**src/rtl/ex_mem_stage_elastic.sv**
```systemverilog
// ---------------------------------------------------------------------------
// ex_mem_stage_elastic
//
// Elastic EX->MEM pipeline register with valid/ready handshaking. A main
// register (M) drives the MEM side. A one-entry skid register (S) absorbs the
// beat that EX may still present in the cycle in which MEM stalls, so in_ready
// can come straight from a flop. A synchronous flush empties both entries and
// drops any concurrent input beat. An asynchronous active-low reset clears all
// state.
//
// Ports
//   clk, rst_n              clock, asynchronous active-low reset
//   flush                   synchronous flush, higher priority than any transfer
//   in_valid / in_ready     EX-side handshake (in_ready is registered)
//   in_ctrl, in_alu_result,
//   in_write_data,
//   in_reg_dst              EX-side payload
//   out_valid / out_ready   MEM-side handshake
//   out_ctrl, out_alu_result,
//   out_write_data,
//   out_reg_dst             MEM-side payload (out_ctrl is 0 when out_valid=0)
//   fwd_reg_write,
//   fwd_reg_dst             MEM-stage forwarding information for the hazard unit
//   occupancy               number of entries held (0..2)
// ---------------------------------------------------------------------------
module ex_mem_stage_elastic #(
  parameter int DATA_W = 32,
  parameter int REG_W  = 5,
  parameter int CTRL_W = 4   // {RegWrite, MemWrite, MemtoReg, MemRead}
) (
  input  logic              clk,
  input  logic              rst_n,
  input  logic              flush,
  input  logic              in_valid,
  output logic              in_ready,
  input  logic [CTRL_W-1:0] in_ctrl,
  input  logic [DATA_W-1:0] in_alu_result,
  input  logic [DATA_W-1:0] in_write_data,
  input  logic [REG_W-1:0]  in_reg_dst,
  output logic              out_valid,
  input  logic              out_ready,
  output logic [CTRL_W-1:0] out_ctrl,
  output logic [DATA_W-1:0] out_alu_result,
  output logic [DATA_W-1:0] out_write_data,
  output logic [REG_W-1:0]  out_reg_dst,
  output logic              fwd_reg_write,
  output logic [REG_W-1:0]  fwd_reg_dst,
  output logic [1:0]        occupancy
);

  typedef struct packed {
    logic [CTRL_W-1:0] ctrl;
    logic [DATA_W-1:0] alu_result;
    logic [DATA_W-1:0] write_data;
    logic [REG_W-1:0]  reg_dst;
  } beat_t;

  beat_t m_q, m_d, s_q, s_d, in_beat;
  logic  m_valid_q, m_valid_d;
  logic  s_valid_q, s_valid_d;
  logic  in_ready_q;

  logic  in_xfer;
  logic  m_free;   // M is empty or hands its beat to MEM at this edge

  assign in_beat = '{ctrl:       in_ctrl,
                     alu_result: in_alu_result,
                     write_data: in_write_data,
                     reg_dst:    in_reg_dst};

  assign in_xfer = in_valid & in_ready_q;
  assign m_free  = ~m_valid_q | out_ready;

  always_comb begin
    // NOTE: every signal assigned here gets a default first; a path that
    // leaves one unassigned would infer a latch.
    m_d       = m_q;
    s_d       = s_q;
    m_valid_d = m_valid_q;
    s_valid_d = s_valid_q;

    if (flush) begin
      // Payload fields are left as they are; out_ctrl is masked by out_valid.
      m_valid_d = 1'b0;
      s_valid_d = 1'b0;
    end else if (m_free) begin
      if (s_valid_q) begin
        // Older skid entry goes first; in_ready is low so no new beat arrives.
        m_d       = s_q;
        m_valid_d = 1'b1;
        s_valid_d = 1'b0;
      end else if (in_xfer) begin
        m_d       = in_beat;
        m_valid_d = 1'b1;
      end else begin
        m_valid_d = 1'b0;
      end
    end else if (in_xfer) begin
      // M is stalled: park the beat that arrived in the stall cycle.
      s_d       = in_beat;
      s_valid_d = 1'b1;
    end
  end

  // NOTE: state registers use non-blocking assignments so every flop samples
  // the pre-edge values regardless of statement order.
  always_ff @(posedge clk or negedge rst_n) begin
    if (!rst_n) begin
      // NOTE: payload registers are reset as well as the valid bits, so the
      // outputs show known zeros straight out of reset.
      m_q        <= '0;
      s_q        <= '0;
      m_valid_q  <= 1'b0;
      s_valid_q  <= 1'b0;
      in_ready_q <= 1'b1;
    end else begin
      m_q        <= m_d;
      s_q        <= s_d;
      m_valid_q  <= m_valid_d;
      s_valid_q  <= s_valid_d;
      in_ready_q <= ~s_valid_d;
    end
  end

  assign in_ready       = in_ready_q;
  assign out_valid      = m_valid_q;
  assign out_ctrl       = m_valid_q ? m_q.ctrl : '0;
  assign out_alu_result = m_q.alu_result;
  assign out_write_data = m_q.write_data;
  assign out_reg_dst    = m_q.reg_dst;

  assign fwd_reg_write  = m_valid_q & m_q.ctrl[CTRL_W-1];
  assign fwd_reg_dst    = m_q.reg_dst;

  assign occupancy      = {1'b0, m_valid_q} + {1'b0, s_valid_q};

endmodule

```
**config.mk**
```make
export PLATFORM = sky130hd
export DESIGN_NAME = ex_mem_stage_elastic
export DESIGN_NICKNAME = d
export VERILOG_FILES = /design/src/rtl/ex_mem_stage_elastic.sv
export SDC_FILE = /design/constraint.sdc
export NUM_CORES = 1
export LEC_CHECK = 0
export BUFFER_PORTS_ARGS = -buffer_cell sky130_fd_sc_hd__buf_2
export CORE_UTILIZATION = 55
export CTS_CLUSTER_DIAMETER = 120
export DETAILED_ROUTE_END_ITERATION = 8
export GPL_TIMING_DRIVEN = 0
export PLACE_DENSITY = 0.81
export SKIP_CTS_REPAIR_TIMING = 1
export SYNTH_ARGS = -nofsm -noshare
export SYNTH_HDL_FRONTEND = slang
export SYNTH_SLANG_ARGS = --single-unit
```
**constraint.sdc**
```tcl
create_clock -name clk -period 4.1 [get_ports clk]
set_input_delay 0.615 -clock clk [delete_from_list [all_inputs] [get_ports clk]]
set_output_delay 0.615 -clock clk [all_outputs]
set_load 0.1 [all_outputs]
```
---- Word level (Yosys, flattened, before mapping) ----
Index checks and enable logic that the tools add are counted.
word-level totals
  bits in registers ....................... 149
  logic and storage cells ................. 33
cells by class
  add/subtract/negate cells ............... 1
  mux-type cells .......................... 10
  reductions and logical operators ........ 4
  bitwise gates (word level) .............. 7
operators with widths
  operator                                number
  73-bit 2-to-1 mux                       2
  1-bit 2-to-1 mux                        7
  3-bit AND reduction                     2
  4-bit 2-to-1 mux                        1
  1-bit NOT                               4
  2-bit nonzero test                      2
  1-bit by 1-bit adder with 2-bit output  1
  1-bit AND                               2
  1-bit bitwise OR                        1

---- Logic depth before layout (Yosys ltp) ----
Gate-level depths: netlist of the first run.
  depth after elaboration ................. 5
  mapped depth ............................ 4
  depth with buffers taken out ............ 3

---- Worst setup path after synthesis of the first run ----
Ideal clock, no wire load.
  path type ............................... reg2out
  start ................................... reg m_valid_q, in the netlist out_valid
  end ..................................... out out_ctrl[3]
  slack ................................... 1.495 ns
  path buffers ............................ 1
  data required time ...................... 3.485 ns
  stages on the path, launching flop included .. 3
  arrival time ............................ 1.990 ns
  cells stage by stage .................... dfrtp_1 and2_2 buf_4
between the ends
  cells in the longest elaborated chain, start to end .. 1
ends and longest elaborated chain
  item                    line  RTL
  start, declared         59    logic m_valid_q, m_valid_d;
  start signal, assigned  119   m_valid_q <= m_valid_d;
  4-bit 2-to-1 mux        127   assign out_ctrl = m_valid_q ? m_q.ctrl : '0;
  end, declared           42    output logic [CTRL_W-1:0] out_ctrl,
No other way between the ends.

---- Worst setup path in the final report of the first run ----
Ends and elaborated chain as after synthesis.

==> impl_results.md, run 1 <==
- Status: finished clean
- Worst Setup End Kind: output port
- Fill count: 911
- Worst reg-to-reg path cell count: 4
- Final HPWL DP: 9.89 mm
- H-tree levels: 4
- Worst slew pin tran: 0.850 ns
- Clk pwr share: 0.245
- Cell taking the most area after synthesis: dfrtp_1
- Largest net degree at the start of global routing: 80
- Ys async rst share: 1.00
- Fin. max-slew vios: 0
- Mapped Cells: 480
- Reg2Reg Launch Point: in_ready
- Period minus WS final: 2.26 ns
- TritonCTS buffer count: 17
- Final setup margin: 1.84 ns
- Top-area cell type share of the netlist area: 0.504
- Share of power burned in registers: 0.359
- DRT Pass-1 Iters: 5
- Root buffer cell: clkbuf_16
- Pre-CTS WS: 1.70 ns
- Worst hold path class: in -> async
- First-pass GRT wire length: 23.9 mm
- R2r endpoint: out_write_data[5]
- Total track usage: 0.223
- CP max FO: 8
- Most frequent cell after synthesis: dfrtp_1
- Switch share: 0.398
- Max-cap violations: 0
- DRT antenna net count: 0
- Timing-limited maximum frequency: 443 MHz
- Row count: 41
- Max_slew headroom: 0.430
- Final setup skew: 0.0100 ns
- Initial core utilization: 0.573
- Synth warnings: 0
- # diodes: 0
- Via count: 4249
- Clock-pin slew on the worst setup and hold paths: 0.05 ns
- Area delta synth->final: 21.4%
- Combinational power share: 0.396
- Drt wl/cell: 16.9 um
- Worst setup SP type: flip-flop
- Syn_nets: 559
- Die H: 118 um
- Nets: 739
- Mean number of vias per cell: 5.04
- Net switching power figure: 2.26 mW
- Core outline area: 0.0128 mm^2
- CTS max path bufs: 2
- Die W: 118 um
- Setup TNS Final: 0 ns
- Post-synth EDFFs: 0
- FF-to-FF setup slack: 1.88 ns
- Iter 0 DRT Violations: 148
- Cell area power density: 636 mW/mm^2
- Share of layout cells above drive strength 1: 0.742
- Synth cell types: 20
- Total grt overflow: 0
- Port Buffers: 160
- Register Area: 0.00373 mm^2
- Int Power: 3.41 mW
- Synth Register Bits: 149
- DRC: 0
- Main synth FF type: dfrtp_1
- Top cells by count, synth: dfrtp_1, mux2_2, buf_4
- IO Pins: 161
- Vias in the first global route: 4648
- WP data arrival: 1.64 ns
- Area of the multi-input gates: 0.00284 mm^2
- Die area: 0.0138 mm^2
- Final WL: 14.2 mm
- Synthesized area: 0.00735 mm^2
- Period utilization: 0.551
- RSZ-0062 raised after global routing: false
- Clk sink count: 149
- Crit Path Category: reg -> out
- GPL Wtd Cong: 0.759
- Peak supply drop: 0.000403 V
- Register area share after synthesis: 0.508
- Mean cell area of the mapped netlist: 15.3 um^2
- Crit path required time: 3.48 ns
- Final hold violation count: 0
- Skew-Pair Late Insertion Delay: 0.42 ns
- Initial antenna violation count: 0
- Leak: 4.27 nW
- Final Setup Violations: 0
- CTS tree: done
- Synth area leaders: dfrtp_1, mux2_2, mux2_4
==> placed cells by master, fill, tap and decap left out, types with 2 or more instances in the layout <==
master       n
clkinv_2     3
mux2_4      70
mux2_1       6
and2_2       4
clkbuf_16   17
clkbuf_8     4
clkbuf_1     5
buf_2      167
nand2_1      2
buf_4       75
buf_12       7
buf_1        7
mux2_2     143
dfrtp_1    148
==> area by class of cell <==
type / count / area share
clock inverters: 4 / 0.00253
clock buffers: 26 / 0.0560
flip-flops and latches: 149 / 0.418
well taps: 172 / 0.0241
repair buffers: 161 / 0.0936
multi-input cells: 233 / 0.319
plain buffers: 97 / 0.0863
inverters: 1 / 0.000421
==> sequential cells by signal, summed over array words and instances (netlist names) <==
signal and count:
fwd_reg_dst 5, in_ready 1, m_q 4, out_alu_result 32, out_valid 1, out_write_data 32, s_q 73, s_valid_q 1
==> per-stage QoR <==
| stage | util | cells | cell area, um^2 | hold WS [ns] | total power, mW |
|---|---|---|---|---|---|
| after floorplan | - | 480 | 7350 | 0.319 | 3.95 |
| after global placement | 0.652 | 812 | 8360 | 0.470 | 4.24 |
| after global routing | 0.695 | 843 | 8920 | 0.247 | 5.90 |
| after CTS | 0.695 | 843 | 8920 | 0.225 | 5.71 |
| after detailed placement | 0.655 | 813 | 8400 | 0.487 | 4.31 |
| final | 0.695 | 843 | 8920 | 0.210 | 5.67 |
==> critical path: stages (launching register included) <==
cell and delay (ns):
dfrtp_1 0.49, and2_2 0.23, buf_4 0.10, buf_2 0.41
==> layer usage <==
layer | GRT usage | vias to the layer above | part of all wire | wire length [um]
li1 | - | 1966 | - | -
met1 | 0.273 | 2159 | 0.43 | 6080
met2 | 0.373 | 109 | 0.50 | 7180
met3 | 0.0727 | 15 | 0.057 | 805
met4 | 0.0705 | 0 | 0.011 | 157
met5 | 0 | - | 0 | 0
==> worst max-delay path by stage <==
stage | from | end | slack (ns) | depth (start not counted)
final | out_valid | out_ctrl[3] | 1.84 | 3
after global routing | in_ready | out_write_data[5] | 1.75 | 4
after CTS | out_valid | out_ctrl[3] | 1.81 | 3
after detailed placement | in_valid | out_alu_result[15] | 1.70 | 5
after global placement | rst_n | s_q[6] | 0.34 | 1
after floorplan | out_valid | out_ctrl[3] | 1.49 | 2
==> cells by family after synthesis <==
kind of cell,synth area share
mux,0.371
flops,0.508
buf+inv,0.105
simple gates,0.0133
compound gates,0.000681
fa+ha+maj,0.00170
==> power by group through the flow <==
stage	Sequential, mW	Clock (mW)	Combinational (mW)
finish	2.04	1.39	2.25
global placement	2.02	0	2.22
detailed placement	2.05	0	2.26
global route	2.08	1.48	2.34
CTS	2.04	1.41	2.27
floorplan	1.99	0	1.96
No activity file was read; power rests on OpenSTA's default activity.
==> run 2, diff against run 1 <==
==> constraint.sdc (replaced) <==
create_clock -name clk -period 2.2 [get_ports clk]
set_input_delay 0.33 -clock clk [delete_from_list [all_inputs] [get_ports clk]]
set_output_delay 0.33 -clock clk [all_outputs]
set_load 0.1 [all_outputs]
==> run 2 against run 1 <==
Compared with the run above: worst setup slack lost 1.7 ns; first-iteration DRC count grew 41%; largest cell class unchanged; flip-flop and latch count is the same; critical path depth grew 1; clock skew shrank 0.0056 ns; utilization grew 0.77 points; total power grew 93%; via count grew 0.33%; final cell count grew 0.47%; highest routed layer unchanged.
==> impl_results.md, run 2 (synthesis results as in run 1) <==
- Status: finished clean (unchanged)
- DRT antenna net count: 0 (unchanged)
- Combinational power share: 0.384 (was 0.396)
- Period minus WS final: 2.02 ns
- Period utilization: 0.917
- Root buffer cell: clkbuf_16 (unchanged)
- Max reg flops: 73 (unchanged)
- Crit path required time: 2.50 ns (was 3.48 ns)
- CTS max path bufs: 2 (unchanged)
- Setup TNS Final: 0 ns (unchanged)
- Drt wl/cell: 16.8 um (was 16.9 um)
- Total grt overflow: 0 (unchanged)
- Final WL: 14.2 mm (about the same)
- Row count: 41 (unchanged)
- Dpl cell area: 0.00840 mm^2 (about the same)
- Clock-pin slew on the worst setup and hold paths: 0.06 ns (was 0.05 ns)
- Initial core utilization: 0.573 (unchanged)
- Fin cells: 847 (was 843)
- Timing-limited maximum frequency: 496 MHz
- DRC: 0 (unchanged)
- Total track usage: 0.224 (was 0.223)
- Via count: 4263 (was 4249)
- Post-layout util: 0.703 (was 0.695)
- Leak: 4.31 nW (was 4.27 nW)
- Die area: 0.0138 mm^2 (unchanged)
- Nets: 740 (was 739)
- Skew-Pair Late Insertion Delay: 0.42 ns (about the same)
- H-tree levels: 4 (unchanged)
- Final Setup Violations: 0 (unchanged)
- Hold depth: 2
- Port Buffers: 160 (unchanged)
- Clk pwr share: 0.268 (was 0.245)
- Worst hold path class: in -> reg (was in -> async)
- Switch share: 0.394 (was 0.398)
- Largest Register: s_q (unchanged)
- Critical-path cell list: a21oi_1 -> nor3_4 -> buf_2 -> mux2_2 (was and2_2 -> buf_4 -> buf_2)
- Max-cap violations: 0 (unchanged)
- Clk sink count: 149 (unchanged)
- GPL Wtd Cong: 0.766 (was 0.759)
- First-pass GRT wire length: 24.0 mm (was 23.9 mm)
- Final HPWL DP: 9.95 mm (was 9.89 mm)
- Die W: 118 um (unchanged)
- Max incr delay on CP: 0.54 ns (was 0.49 ns)
- Initial antenna violation count: 1 (was 0)
- Vias in the first global route: 4679 (was 4648)
- Commonest non-fill, non-tap cell in the layout: buf_2 (unchanged)
- Net switching power figure: 4.31 mW (was 2.26 mW)
- Crit Path Category: reg -> reg (was reg -> out)
- WHS Endpoint: s_q[6]
- Tot Pwr: 10.9 mW (was 5.67 mW)
- Core outline area: 0.0128 mm^2 (unchanged)
- Final hold violation count: 0 (unchanged)
- Largest net degree at the start of global routing: 91 (was 80)
- Commonest non-fill, non-tap cells in the layout: buf_2, dfrtp_1, mux2_2 (unchanged)
- Int Power: 6.63 mW (was 3.41 mW)
- Worst Setup End Kind: flip-flop (was output port)
- Max_slew headroom: 0.586 (was 0.430)
- DRT Pass-1 Iters: 4 (was 5)
- CTS tree: done (unchanged)
- CP max stage cell: dfstp_2 (was dfrtp_1)
- Peak supply drop: 0.000863 V (was 0.000403 V)
- Iter 0 DRT Violations: 209 (was 148)
- Fill count: 897 (was 911)
- TritonCTS buffer count: 17 (unchanged)
- Reg2Reg Launch Point: in_ready (unchanged)
- WP data arrival: 2.32 ns (was 1.64 ns)
- Cell area after layout: 0.00902 mm^2 (was 0.00892 mm^2)
- R2r endpoint: out_write_data[7] (was out_write_data[5])
- IO Pins: 161 (unchanged)
- Share of power burned in registers: 0.348 (was 0.359)
- Area delta synth->final: 22.7% (was 21.4%)
- Final setup skew: 0.00448 ns (was 0.0100 ns)
- RSZ-0062 raised after global routing: false (unchanged)
- FF-to-FF setup slack: 0.18 ns (was 1.88 ns)
- Worst setup SP type: flip-flop (unchanged)
- Worst slew pin tran: 0.621 ns (was 0.850 ns)
- CP max FO: 10 (was 8)
- Cell area power density: 1210 mW/mm^2 (was 636 mW/mm^2)
- Mean number of vias per cell: 5.03 (was 5.04)
- Hold_sp: in_write_data[1]
- Die H: 118 um (unchanged)
- Placed cells: 813 (unchanged)
- Fin. max-slew vios: 0 (unchanged)
- Share of layout cells above drive strength 1: 0.749 (was 0.742)
- Worst reg-to-reg path cell count: 4 (unchanged)
## run 2: cell count changes in the layout (fill, tap and decap cells not counted), moves of 2 or more
cell and delta:
bufinv_16 +3, clkinv_4 +2, clkbuf_1 -4, clkinvlp_4 +3, clkbuf_8 -3
## run 2: metal layers
layer | up-vias | wire, um | global-route usage
li1 | 1970 | - | -
met3 | 20 | 707 | 0.0635
met4 | 0 | 240 | 0.0833
met1 | 2165 | 6110 | 0.280
met5 | - | 0 | 0
met2 | 108 | 7140 | 0.369
## run 2: metrics by stage
stage	setup slack [ns]	hold WS, ns
after global placement	-1.51	0.468
after CTS	-0.0312	-0.118
final	0.183	0.152
after floorplan	0.0303	0.0344
after detailed placement	-0.0188	0.336
after global routing	0.0595	0.138
## run 2: power groups by stage
stage                     registers (mW)  clock network, mW  logic, mW
after global routing                3.88               3.13       4.36
final                               3.80               2.93       4.20
after global placement              3.77                  0       4.13
after CTS                           3.80               2.99       4.23
after detailed placement            3.83                  0       4.21
after floorplan                     3.71                  0       3.65
## run 2: final cells by class
class | instances | area [um^2] | area share
diodes | 1 | 2.50 | 0.000278
plain buffers | 97 | 769 | 0.0853
clock buffers | 19 | 443 | 0.0491
clock inverters | 13 | 158 | 0.0175
inverters | 1 | 3.75 | 0.000416
multi-input cells | 233 | 2850 | 0.316
flip-flops and latches | 149 | 3730 | 0.414
well taps | 172 | 215 | 0.0239
repair buffers | 162 | 845 | 0.0937
## run 2: worst max path at each step
| stage | from | end | slack [ns] | depth (start not counted) |
|---|---|---|---|---|
| 6_report | in_ready | out_write_data[7] | 0.18 | 4 |
| 5_1_grt | in_ready | out_write_data[7] | 0.06 | 4 |
| 4_1_cts | in_ready | fwd_reg_dst[4] | -0.03 | 4 |
| 3_5_place_dp | in_ready | fwd_reg_dst[4] | -0.02 | 4 |
| 3_3_place_gp | rst_n | out_valid | -1.51 | 1 |
| 2_1_floorplan | in_ready | m_q[72] | 0.03 | 4 |
## run 2: worst max-delay path, delay by kind of cell (launching register included)
family,cells,cell delay (ns)
flip-flops,1,0.54
AND/OR/NAND/NOR,1,0.49
buffers and inverters,1,0.37
AO/OA/AOI/OAI,1,0.12
multiplexers,1,0.38
